===== config.mk =====
export PLATFORM = sky130hd
export DESIGN_NAME = jcount_sequencer_flat
export DESIGN_NICKNAME = d
export VERILOG_FILES = /design/src/rtl/jcount_pkg.sv /design/src/rtl/jcount_if.sv /design/src/rtl/jcount_shift.sv /design/src/rtl/jcount_sequencer.sv /design/src/flat_wrapper.sv
export SDC_FILE = /design/constraint.sdc
export NUM_CORES = 1
export LEC_CHECK = 0
export ABC_AREA = 1
export BUFFER_PORTS_ARGS = -buffer_cell sky130_fd_sc_hd__clkbuf_2
export CAP_MARGIN = 20
export CORE_ASPECT_RATIO = 0.6
export CORE_MARGIN = 2
export CORE_UTILIZATION = 33
export DETAILED_ROUTE_END_ITERATION = 12
export GPL_ROUTABILITY_DRIVEN = 0
export GPL_TIMING_DRIVEN = 0
export PLACE_DENSITY = 0.58
export SLEW_MARGIN = 10
export SYNTH_ARGS = -nofsm -noshare
export SYNTH_HDL_FRONTEND = slang
export SYNTH_SLANG_ARGS = --single-unit

===== constraint.sdc =====
create_clock -name clk -period 3.61 [get_ports clk]
set_input_delay 0.5415 -clock clk [delete_from_list [all_inputs] [get_ports clk]]
set_output_delay 0.5415 -clock clk [all_outputs]
set_load 0.05 [all_outputs]

===== src/rtl/jcount_pkg.sv =====
// Shared types and helpers for the Johnson counter sequencer.
// Latency: not applicable (types, constants and a combinational decode function).
// Backpressure: not applicable.
//
// Contents: FSM state type, default sequence length, and the phase decode
// used to turn a Johnson pattern back into its position in the sequence.
package jcount_pkg;

    typedef enum logic [1:0] {
        IDLE = 2'd0,
        RUN  = 2'd1,
        DONE = 2'd2
    } jseq_state_t;

    // Default counter width and the matching sequence length (2N states).
    localparam int unsigned JC_N_DEFAULT = 4;
    localparam int unsigned JC_SEQ_LEN   = 2 * JC_N_DEFAULT;

    // Widest counter the phase decode supports; callers zero-extend into it.
    localparam int unsigned JC_MAXN = 32;

    // Phase index of a Johnson pattern of width n. Bit i of v is cnt[i],
    // cnt[0] being the bit that receives ~cnt[N-1] on each shift.
    // A legal pattern has at most one boundary between ones and zeros;
    // anything else decodes to 0.
    function automatic int unsigned johnson_phase(input logic [JC_MAXN-1:0] v,
                                                  input int unsigned       n);
        int unsigned ones;
        int unsigned trans;
        ones  = 0;
        trans = 0;
        for (int unsigned i = 0; i < JC_MAXN; i++) begin
            if (i < n && v[i]) begin
                ones++;
            end
        end
        for (int unsigned i = 1; i < JC_MAXN; i++) begin
            if (i < n && (v[i] != v[i-1])) begin
                trans++;
            end
        end
        if (trans > 1) begin
            return 0;
        end else if (v[0]) begin
            return ones;
        end else if (ones == 0) begin
            return 0;
        end else begin
            return 2 * n - ones;
        end
    endfunction

endpackage


===== src/rtl/jcount_if.sv =====
// Command and status bundle between a command source and the Johnson sequencer.
// Latency: not applicable (wires only).
// Backpressure: cmd_valid/cmd_ready; a command transfers when both are high at posedge.
//
// Ports: cmd_valid/cmd_ready/cmd_steps/cmd_clear (command), pause (hold),
// cnt/phase (counter state), busy/done (status).
interface jcount_if #(
    parameter int N     = 4,
    parameter int STEPW = 8
) ();
    import jcount_pkg::*;

    logic                     cmd_valid;
    logic                     cmd_ready;
    logic [STEPW-1:0]         cmd_steps;
    logic                     cmd_clear;
    logic                     pause;
    logic [0:N-1]             cnt;
    logic [$clog2(2*N)-1:0]   phase;
    logic                     busy;
    logic                     done;

    // Command source / pattern consumer side.
    modport master (
        output cmd_valid, cmd_steps, cmd_clear, pause,
        input  cmd_ready, cnt, phase, busy, done
    );

    // Sequencer side.
    modport slave (
        input  cmd_valid, cmd_steps, cmd_clear, pause,
        output cmd_ready, cnt, phase, busy, done
    );

endinterface


===== src/rtl/jcount_shift.sv =====
// Johnson shift register: cnt[0] <= ~cnt[N-1], cnt[i] <= cnt[i-1].
// Latency: one shift per clock with en high; clr takes effect at the next edge.
// Backpressure: none; en low simply holds the value.
//
// Ports: clk, rstN (sync, active-low), en (shift), clr (load zero, beats en),
// cnt (register value, cnt[0] is the MSB of the packed vector).
module jcount_shift #(
    parameter int N = 4
) (
    input  logic         clk,
    input  logic         rstN,
    input  logic         en,
    input  logic         clr,
    output logic [0:N-1] cnt
);

    logic [0:N-1] cnt_q;
    logic [0:N-1] cnt_d;

    always_comb begin
        cnt_d = cnt_q;
        if (clr) begin
            cnt_d = '0;
        end else if (en) begin
            cnt_d = {~cnt_q[N-1], cnt_q[0:N-2]};
        end
    end

    always_ff @(posedge clk) begin
        if (!rstN) begin
            cnt_q <= '0;
        end else begin
            cnt_q <= cnt_d;
        end
    end

    assign cnt = cnt_q;

endmodule


===== src/rtl/jcount_sequencer.sv =====
// Runs a Johnson counter for a commanded number of steps, then pulses done.
// Latency: accept at edge k -> shifts at k+1..k+S (plus paused cycles), done in the cycle after the last shift.
// Backpressure: cmd_ready only in IDLE; commands offered during RUN/DONE are ignored, not queued.
//
// Ports: clk, rstN (sync, active-low), bus (jcount_if slave: command handshake,
// pause, cnt/phase outputs, busy/done status).
module jcount_sequencer #(
    parameter int N     = 4,
    parameter int STEPW = 8
) (
    input  logic     clk,
    input  logic     rstN,
    jcount_if.slave  bus
);
    import jcount_pkg::*;

    localparam int PW = $clog2(2 * N);

    jseq_state_t        state_q;
    jseq_state_t        state_d;
    logic [STEPW-1:0]   rem_q;
    logic [STEPW-1:0]   rem_d;
    logic               accept;
    logic               shift_en;
    logic               shift_clr;
    logic [0:N-1]       cnt_w;
    logic [JC_MAXN-1:0] cnt_ext;

    always_comb begin
        accept    = bus.cmd_valid && (state_q == IDLE);
        shift_en  = (state_q == RUN) && !bus.pause;
        shift_clr = accept && bus.cmd_clear;

        state_d = state_q;
        rem_d   = rem_q;
        case (state_q)
            IDLE: begin
                if (accept) begin
                    rem_d   = bus.cmd_steps;
                    // A zero-step run still produces its done pulse.
                    state_d = (bus.cmd_steps != '0) ? RUN : DONE;
                end
            end
            RUN: begin
                if (!bus.pause) begin
                    rem_d = rem_q - STEPW'(1);
                    if (rem_q == STEPW'(1)) begin
                        state_d = DONE;
                    end
                end
            end
            DONE: begin
                state_d = IDLE;
            end
            default: begin
                state_d = IDLE;
            end
        endcase
    end

    always_ff @(posedge clk) begin
        if (!rstN) begin
            state_q <= IDLE;
            rem_q   <= '0;
        end else begin
            state_q <= state_d;
            rem_q   <= rem_d;
        end
    end

    jcount_shift #(
        .N (N)
    ) u_shift (
        .clk  (clk),
        .rstN (rstN),
        .en   (shift_en),
        .clr  (shift_clr),
        .cnt  (cnt_w)
    );

    // Widen the counter so the package decode can serve any N up to JC_MAXN.
    always_comb begin
        cnt_ext = '0;
        for (int i = 0; i < N; i++) begin
            cnt_ext[i] = cnt_w[i];
        end
    end

    assign bus.cnt       = cnt_w;
    assign bus.phase     = PW'(johnson_phase(cnt_ext, N));
    assign bus.cmd_ready = (state_q == IDLE);
    assign bus.busy      = (state_q != IDLE);
    assign bus.done      = (state_q == DONE);

endmodule


===== src/flat_wrapper.sv =====
// flat-port wrapper written by rule: the top's interface ports become plain ports
module jcount_sequencer_flat import jcount_pkg::*;
#(
    parameter int N     = 4,
    parameter int STEPW = 8
)
  (clk, rstN, bus_cmd_valid, bus_cmd_steps, bus_cmd_clear, bus_pause, bus_cmd_ready, bus_cnt, bus_phase, bus_busy, bus_done);
  jcount_if #(.N(N), .STEPW(STEPW)) bus_i ();
  input  logic clk;
  input  logic rstN;
  input wire logic [$bits(bus_i.cmd_valid)-1:0] bus_cmd_valid;
  input wire logic [$bits(bus_i.cmd_steps)-1:0] bus_cmd_steps;
  input wire logic [$bits(bus_i.cmd_clear)-1:0] bus_cmd_clear;
  input wire logic [$bits(bus_i.pause)-1:0] bus_pause;
  output wire logic [$bits(bus_i.cmd_ready)-1:0] bus_cmd_ready;
  output wire logic [$bits(bus_i.cnt)-1:0] bus_cnt;
  output wire logic [$bits(bus_i.phase)-1:0] bus_phase;
  output wire logic [$bits(bus_i.busy)-1:0] bus_busy;
  output wire logic [$bits(bus_i.done)-1:0] bus_done;
  assign bus_i.cmd_valid = bus_cmd_valid;
  assign bus_i.cmd_steps = bus_cmd_steps;
  assign bus_i.cmd_clear = bus_cmd_clear;
  assign bus_i.pause = bus_pause;
  assign bus_cmd_ready = bus_i.cmd_ready;
  assign bus_cnt = bus_i.cnt;
  assign bus_phase = bus_i.phase;
  assign bus_busy = bus_i.busy;
  assign bus_done = bus_i.done;
  jcount_sequencer #(.N(N), .STEPW(STEPW)) u_core (.clk(clk), .rstN(rstN), .bus(bus_i));
endmodule

# Word-level counts from Yosys, hierarchy flattened
# Index checks and enable logic that the tools add are counted.
[classes]
add_sub_neg = 7
order_cmp = 1
eq_ne = 9
mux = 18
n_bitwise = 2
reduce_logical = 12
[op_table]
columns = ["operator", "count"]
rows = [
  ["2-to-1 mux 32 bit", 5],
  ["adder 32 x 1 -> 32 bit (second input constant)", 3],
  ["greater-than comparator 32 x 1 -> 1 bit (second input constant)", 1],
  ["logical NOT 32 bit", 1],
  ["2-to-1 mux 8 bit", 2],
  ["one-hot mux 8 bit (2 select lines)", 1],
  ["2-to-1 mux 3 bit", 3],
  ["equality test 8 x 1 -> 1 bit (second input constant)", 1],
  ["2-to-1 mux 2 bit", 4],
  ["nonzero test 8 bit", 1],
  ["subtractor 8 x 1 -> 8 bit (second input constant)", 1],
  ["AND reduction 3 bit", 2],
  ["adder 1 x 1 -> 2 bit (second input constant)", 2],
  ["!= test 2 bit (second input constant)", 2],
  ["one-hot mux 2 bit (2 select lines)", 1],
  ["nonzero test 2 bit", 2],
  ["logical AND 1 bit", 3],
  ["!= test 1 bit", 3],
  ["subtractor 1 x 3 -> 3 bit (first input constant)", 1],
  ["equality test 2 x 1 -> 1 bit (second input constant)", 1],
  ["equality test 2 bit (second input constant)", 1],
  ["logical NOT 2 bit", 1],
  ["2-to-1 mux 1 bit", 2],
  ["!= test 2 x 1 -> 1 bit (second input constant)", 1],
  ["other kinds (3)", 4],
]
[word_totals]
register_bits = 14
inputBits = 13
out_inout_bits = 10
wordCells = 52

# Longest topological paths before layout
# Gate-level depths: netlist of run 1.
[logic_depth]
depth_word = 11
ltp_mapped = 12
depth_no_buf = 12

# By module
# From an unflattened synthesis of run 1, not the netlist that was laid out.
[unflattened]
hier_cells = 154
area_unflattened_um2 = 994.7
[by_module_without_submodules]
columns = ["mod", "n_inst", "cells_each", "area_per_inst_um2", "seq_area_each_um2"]
rows = [
  ["jcount_sequencer", 1, 134, 849.6, 200.2],
  ["jcount_shift", 1, 20, 145.1, 80.1],
]

# Worst setup path after synthesis of run 1
# OpenSTA, ideal clock, no wires.
[synth_timing]
path_kind = "reg2out"
from = "register u_core.u_shift.cnt_q, in the netlist u_core.u_shift.cnt[0]"
to = "output bus_phase[2]"
arrival_time_ns = 3.010
required_ns = 3.069
setup_slack_ns = 0.058
path_stages_with_launch = 13
path_buffers = 0
cell_sequence = "dfxtp_1 inv_1 ha_1 xor2_1 ha_1 nand2_1 nand2_1 inv_1 ha_1 nor2_1 xnor2_1 xor2_1 nor2_1"
[synth_between]
elab_chain_len = 11
word_cells_on_any_way = 19
cone_classes = "add/sub: 6; order compare: 1; eq/ne: 1; mux: 10; reduce/logical: 1"
[synth_rtl]
columns = ["item", "line", "text"]
rows = [
  ["start, declared", "jcount_shift.sv:17", "logic [0:N-1] cnt_q;"],
  ["start signal, assigned", "jcount_shift.sv:33", "cnt_q <= cnt_d;"],
  ["2-to-1 mux 1 bit", "jcount_pkg.sv:33", "if (i < n && v[i]) begin"],
  ["adder 1 x 1 -> 2 bit", "jcount_pkg.sv:34", "ones++;"],
  ["2-to-1 mux 32 bit", "jcount_pkg.sv:33", ""],
  ["adder 32 x 1 -> 32 bit", "jcount_pkg.sv:34", ""],
  ["2-to-1 mux 32 bit", "jcount_pkg.sv:33", ""],
  ["adder 32 x 1 -> 32 bit", "jcount_pkg.sv:34", ""],
  ["2-to-1 mux 32 bit", "jcount_pkg.sv:33", ""],
  ["subtractor 1 x 3 -> 3 bit or logical NOT 32 bit (tied branches)", "jcount_pkg.sv:49, jcount_pkg.sv:46", ""],
  ["2-to-1 mux 3 bit", "jcount_pkg.sv:46", "end else if (ones == 0) begin"],
  ["2-to-1 mux 3 bit", "jcount_pkg.sv:44", "end else if (v[0]) begin"],
  ["2-to-1 mux 3 bit *", "jcount_pkg.sv:42", "if (trans > 1) begin"],
  ["end, declared", "flat_wrapper.sv:17", "output wire logic [$bits(bus_i.phase)-1:0] bus_phase;"],
]
# Every way passes the cells marked *; elsewhere a longest branch is shown, timed or not.

# Final worst setup path of run 1
[layout_timing]
from = "register u_core.u_shift.cnt_q, in the netlist u_core.u_shift.cnt[1]"
to = "output bus_phase[2]"
[layout_between]
elab_chain_len = 9
word_cells_on_any_way = 18
cone_classes = "add/sub: 5; order compare: 1; eq/ne: 2; mux: 9; reduce/logical: 1"
[layout_rtl]
columns = ["item", "line"]
rows = [
  ["2-to-1 mux 32 bit", "jcount_pkg.sv:33"],
  ["adder 32 x 1 -> 32 bit", "jcount_pkg.sv:34"],
  ["2-to-1 mux 32 bit", "jcount_pkg.sv:33"],
  ["adder 32 x 1 -> 32 bit", "jcount_pkg.sv:34"],
  ["2-to-1 mux 32 bit", "jcount_pkg.sv:33"],
  ["subtractor 1 x 3 -> 3 bit or logical NOT 32 bit (tied branches)", "jcount_pkg.sv:49, jcount_pkg.sv:46"],
  ["2-to-1 mux 3 bit", "jcount_pkg.sv:46"],
  ["2-to-1 mux 3 bit", "jcount_pkg.sv:44"],
  ["2-to-1 mux 3 bit *", "jcount_pkg.sv:42"],
]
# Marked as above.

==> flow_metrics.env, run 1 <==
export IMPL_status="finished, final reports clean"
export IMPL_clk_latency_ns=0.25
export IMPL_critPathRequiredTime_ns=3.07
export IMPL_synth_distinct_cells=27
export IMPL_vdd_drop_max_mv=0.240
export IMPL_cp_cell_sequence="inv_1 > ha_1 > xor2_1 > ha_1 > nand2_1 > nand2_1 > inv_1 > ha_1 > nor2_1 > xnor2_1 > xor2_1 > nor2_1 > clkbuf_2"
export IMPL_synth_warnings=0
export IMPL_cts_sinks=14
export IMPL_drive_gt1_share_pct=20.1
export IMPL_synthAdderAreaFrac_pct=11.6
export IMPL_yosysSeqAreaShare_pct=26.0
export IMPL_ios=23
export IMPL_cts_repair_resized=0
export IMPL_leakage_nw=0.633
export IMPL_internal_power_mw=0.325
export IMPL_pre_cts_slack_ns=0.580
export IMPL_synth_fp_nets=182
export IMPL_crit_type="reg2out"
export IMPL_synth_simple_area_share_pct=31.4
export IMPL_slew_headroom_pct=69.3
export IMPL_die_y_um=48.3
export IMPL_tightest_slew_ns=0.460
export IMPL_p_clk_share_pct=30.3
export IMPL_holdPathStages=2
export IMPL_maxSlewViolCount=0
export IMPL_crit_fanout=7
export IMPL_worstHoldStart="u_core.rem_q[7]"
export IMPL_fin_skew_ns=0.00109
export IMPL_postCtsSetupBuffers=0
export IMPL_drt_iter0_drc=104
export IMPL_viasPerCell=4.53
export IMPL_path_clk_slew_ns=0.06
export IMPL_start_util_pct=33.9
export IMPL_grt_first_pass_wirelength_um=4210
export IMPL_crit_top_cell="ha_1"
export IMPL_p_sw_mw=0.194
export IMPL_grt_max_degree=11
export IMPL_combPwrFrac_pct=33.7
export IMPL_cts_buffer_depth=2
export IMPL_period_share_pct=91.8
export IMPL_wl_per_cell_um=10.7
export IMPL_ff2ff_path_depth=7
export IMPL_power_density_nw_per_um2=401
export IMPL_ys_ff_latch=14
export IMPL_fin_tns_setup_ns=0
export IMPL_slowest_stage="dfxtp_1"
export IMPL_port_buffer_count=21
export IMPL_critPathArrivalTime_ns=2.77
export IMPL_routed_wl_um=2460
export IMPL_min_period_ns=3.31
export IMPL_r2r_end="u_core.rem_q[7]"
export IMPL_hold_slack_ns=0.503
export IMPL_synth_xor_area_share_pct=5.68
export IMPL_firstDrtPassIters=4
export IMPL_gr_total_overflow=0
export IMPL_antenna_found_initial=0
export IMPL_r2r_start="u_core.rem_q[2]"
export IMPL_p_seq_share_pct=36.0
export IMPL_grt_pass1_vias=947
export IMPL_hp_class="reg2reg"
export IMPL_hold_buffers=0
export IMPL_syn_avg_cell_area_um2=6.79
export IMPL_cts_htree_levels=1
export IMPL_synthMuxAreaShare_pct=0
export IMPL_rsz0062_at_grt="no"
export IMPL_setup_viol=0
export IMPL_layout_setup_ws_ns=0.297
export IMPL_critPathCaptureType="output pin"
export IMPL_cts_root_buf="clkbuf_8"
export IMPL_antennaDiodeCount=0
export IMPL_sw_frac_of_total_pct=37.4
export IMPL_dp_final_hpwl_um=1920
export IMPL_fillers=345
export IMPL_fin_nets=208
export IMPL_synth_compound_area_share_pct=17.0
export IMPL_syn_to_final_growth_pct=20.0
export IMPL_synth_area_um2=1080
export IMPL_whs_endpoint="u_core.rem_q[7]"
export IMPL_tritoncts="built"
export IMPL_synth_top_family_by_area="simple AND/OR/NAND/NOR gates"
export IMPL_critPathLaunchType="flip-flop"
export IMPL_drcViolationCount=0
export IMPL_grt_util_all_layers_pct=14.3
export IMPL_hold_violations=0
export IMPL_p_total_mw=0.519
export IMPL_reg2reg_slack_ns=2.29
export IMPL_coreArea_um2=3180
export IMPL_finalCoreUtilization_pct=40.7
export IMPL_crit_path_max_incr_delay_ns=0.48
export IMPL_maxCapViolCount=0
export IMPL_vias=1037
export IMPL_die_area_um2=3760
export IMPL_rows=16
export IMPL_cts_buffers=3
export IMPL_max_freq_mhz=302
export IMPL_ant_nets=0
export IMPL_die_w_um=77.8
export IMPL_startpoint="u_core.u_shift.cnt[1]"
export IMPL_syn_inst=159
==> cell usage in the layout, fill, tap and decap left out, types with 2 or more instances in the layout <==
cell      synthesis  routed
a21oi_1          16      16
a21oi_2           2       2
clkbuf_2          0      21
clkbuf_8          0       4
dfxtp_1          14      14
ha_1             10      10
inv_1            18      18
inv_2             2       2
nand2_1          32      32
nand3_1          14      14
nor2_1           16      16
o21ai_0           7       7
o21ai_1           6       6
or2_0             2       2
xnor2_1           3       3
xor2_1            4       4
==> critical path: cells and delay by family, from the launching register on <==
kind,cells,cell delay (ns)
DFF,1,0.48
xor gates and xnor gates,3,0.49
adders and majority gates,3,0.86
and+or+nand+nor,4,0.30
buffers and inverters,3,0.39
==> cells in the mapped netlist, drive strengths merged <==
cell | n | area [um2]
nand2 | 35 | 158
inv | 21 | 81.3
a21oi | 18 | 97.6
nor2 | 18 | 86.3
dfxtp | 14 | 280
nand3 | 14 | 70.1
o21ai | 13 | 65.1
ha | 10 | 125
xor2 | 4 | 35.0
or2 | 3 | 18.8
xnor2 | 3 | 26.3
a21o | 1 | 7.51
a31oi | 1 | 6.26
buf | 1 | 5.00
clkbuf | 1 | 3.75
nand4 | 1 | 6.26
o211ai | 1 | 7.51
==> registers in the layout, summed over array words and instances (netlist names) <==
name / cells
u_core.state_q: 2
u_core.u_shift.cnt: 4
u_core.rem_q: 8
==> stage by stage <==
stage	area [um2]	instances
global route	1300	229
floorplan	1080	159
detailed placement	1240	225
finish	1300	229
global placement	1240	225
CTS	1300	229
==> cell families after synthesis <==
family,Yosys count
buffers and inverters,23
XOR/XNOR,7
flip-flops,14
adder cells (fa/ha/maj),10
AO/OA/AOI/OAI,34
AND/OR/NAND/NOR,71
==> layer usage <==
layer	global-route usage, %	vias to the layer above	share of wire [%]
met5	0	-	0
met4	5.36	0	1.4
met3	4.66	4	4.9
met2	20.0	20	38
met1	20.2	448	56
li1	-	565	-
==> final cells by class <==
class,count,area [um2],area share (%)
multi-input cells,122,709,54.7
flip-flops and latches,14,280,21.6
repair buffers,21,105,8.11
inverters,21,81.3,6.27
well taps,45,56.3,4.34
clock buffers,4,55.1,4.25
plain buffers,2,8.76,0.676
==> power groups by stage <==
stage	sequential, mW	clock (mW)	combinational (mW)
2_1_floorplan	0.189	0	0.135
3_3_place_gp	0.189	0	0.172
3_5_place_dp	0.190	0	0.174
4_1_cts	0.187	0.165	0.174
5_1_grt	0.190	0.172	0.195
6_report	0.187	0.158	0.175
==> how the worst max path moves through the flow <==
stage,to,slack (ns)
finish,bus_phase[2],0.30
global route,bus_phase[2],0.04
CTS,bus_phase[2],0.29
detailed placement,bus_phase[2],0.58
global placement,bus_phase[2],0.61
floorplan,bus_phase[2],0.06
No activity file was read; power rests on OpenSTA's default activity.
==> run 2: changes to the inputs <==
==> constraint.sdc (replaced) <==
create_clock -name clk -period 3.1 [get_ports clk]
set_input_delay 0.31 -clock clk [delete_from_list [all_inputs] [get_ports clk]]
set_output_delay 0.31 -clock clk [all_outputs]
set_load 0.05 [all_outputs]
==> flow_metrics.env, run 2 (same netlist as run 1, synthesis figures left out) <==
export IMPL_cts_htree_levels=1
export IMPL_hold_buffers=0
export IMPL_leakage_nw=0.636
export IMPL_top_register="u_core.rem_q"
export IMPL_clk_latency_ns=0.25
export IMPL_power_density_nw_per_um2=459
export IMPL_viasPerCell=4.62
export IMPL_cts_sinks=14
export IMPL_maxSlewViolCount=0
export IMPL_wl_per_cell_um=11.1
export IMPL_ant_nets=0
export IMPL_slew_headroom_pct=71.3
export IMPL_routed_top_layer="met3"
export IMPL_fin_area_um2=1320
export IMPL_mostFrequentLayoutCells="nand2_1, clkbuf_2, inv_1"
export IMPL_critPathArrivalTime_ns=2.56
export IMPL_routed_wl_um=2550
export IMPL_die_y_um=48.3
export IMPL_die_area_um2=3760
export IMPL_hp_class="in2reg"
export IMPL_dr_wl_met2_um=1070
export IMPL_coreArea_um2=3180
export IMPL_start_util_pct=33.9
export IMPL_drt_iter0_drc=83
export IMPL_vdd_drop_max_mv=0.264
export IMPL_antennaDiodeCount=0
export IMPL_antenna_found_initial=0
export IMPL_die_w_um=77.8
export IMPL_largest_register_ffs=8
export IMPL_cts_buffers=3
export IMPL_r2r_end="u_core.rem_q[7]"
export IMPL_wl_met1_um=1370
export IMPL_cts_root_buf="clkbuf_8"
export IMPL_drcViolationCount=0
export IMPL_grt_pass1_vias=926
export IMPL_vias=1057
export IMPL_r2r_start="u_core.rem_q[2]"
export IMPL_setup_viol=0
export IMPL_ff2ff_path_depth=7
export IMPL_postCtsSetupBuffers=0
export IMPL_max_freq_mhz=349
export IMPL_grt_util_all_layers_pct=14.5
export IMPL_finalCoreUtilization_pct=41.5
export IMPL_maxCapViolCount=0
export IMPL_grt_first_pass_wirelength_um=4370
export IMPL_cts_repair_resized=2
export IMPL_startpoint="u_core.u_shift.cnt[0]"
export IMPL_port_buffer_count=21
export IMPL_drive_gt1_share_pct=22.8
export IMPL_ios=23
export IMPL_syn_to_final_growth_pct=22.2
export IMPL_crit_type="reg2out"
export IMPL_reg_largest_list="u_core.rem_q: 8 flops, u_core.u_shift.cnt: 4 flops, u_core.state_q: 2 flops"
export IMPL_critPathLaunchType="flip-flop"
export IMPL_dpl_instance_area_um2=1250
export IMPL_critPathCaptureType="output pin"
export IMPL_gr_total_overflow=0
export IMPL_rows=16
export IMPL_tritoncts="built"
export IMPL_grt_max_degree=11
export IMPL_cts_buffer_depth=2
export IMPL_fin_cells=229
export IMPL_status="finished, final reports clean"
export IMPL_tightest_slew_ns=0.430
export IMPL_firstDrtPassIters=4
export IMPL_path_clk_slew_ns=0.06
export IMPL_dp_final_hpwl_um=1990
export IMPL_final_common_cell="nand2_1"
export IMPL_crit_fanout=8
export IMPL_worstHoldStart="bus_cmd_steps[2]"
export IMPL_min_period_ns=2.87
export IMPL_dp_cells=225
export IMPL_period_share_pct=92.4
export IMPL_dr_wl_met3_um=122
export IMPL_fin_nets=208
export IMPL_fin_skew_ns=0.00220
export IMPL_hold_violations=0
export IMPL_crit_path_end="bus_phase[2]"
export IMPL_critPathRequiredTime_ns=2.79
export IMPL_reg2reg_slack_ns=1.76
## run 2: cell count changes in the layout (fill, tap and decap cells not counted), sizes merged
cell    previous run  this run
buf                1         2
clkbuf            26        25
## run 2: worst min-delay path by stage
| stage | endpoint | slack [ns] | depth (start not counted) |
|---|---|---|---|
| floorplan | u_core.rem_q[7] | 0.46 | 2 |
| global placement | u_core.rem_q[7] | 0.49 | 2 |
| detailed placement | u_core.rem_q[7] | 0.49 | 2 |
| CTS | u_core.rem_q[2] | 0.33 | 3 |
| global route | u_core.rem_q[2] | 0.36 | 3 |
| finish | u_core.rem_q[2] | 0.33 | 3 |
## run 2: layout make-up
| cell class | instances | area (um2) |
|---|---|---|
| inverter | 21 | 81.3 |
| tap | 45 | 56.3 |
| clock buffer | 4 | 55.1 |
| fill | 329 | 1860 |
| sequential | 14 | 285 |
| buffer | 2 | 8.76 |
| multi-input combinational | 122 | 728 |
| timing repair buffer | 21 | 105 |
## run 2: metrics by stage
stage	worst slack, ns	TNS (ns)	power (mW)	hold WS (ns)
detailed placement	0.235	0	0.427	0.487
CTS	0.0670	0	0.609	0.330
finish	0.235	0	0.606	0.327
global placement	0.286	0	0.421	0.485
global route	-0.00705	-0.00705	0.648	0.356
floorplan	-0.00241	-0.00241	0.378	0.465
## run 2: worst max-delay path: stages, from the launching register on
cell and delay (ns):
dfxtp_2 0.40, inv_1 0.13, ha_4 0.27, xor2_1 0.15, ha_1 0.27, nand2_1 0.05
nand2_1 0.10, inv_1 0.05, ha_1 0.18, nor2_1 0.12, xnor2_1 0.15, xor2_1 0.20
nor2_2 0.04, buf_2 0.21
## run 2: power breakdown
| group | switching [mW] | internal (mW) | total (mW) |
|---|---|---|---|
| logic | 0.139 | 0.0700 | 0.209 |
| clock network | 0.0676 | 0.113 | 0.180 |
| registers | 0.0198 | 0.197 | 0.217 |
## run 2: metal layers
layer / track usage, % / vias to the layer above
met5: 0 / -
met4: 1.79 / 0
met3: 4.66 / 0
met2: 20.4 / 21
met1: 21.9 / 467
li1: - / 569
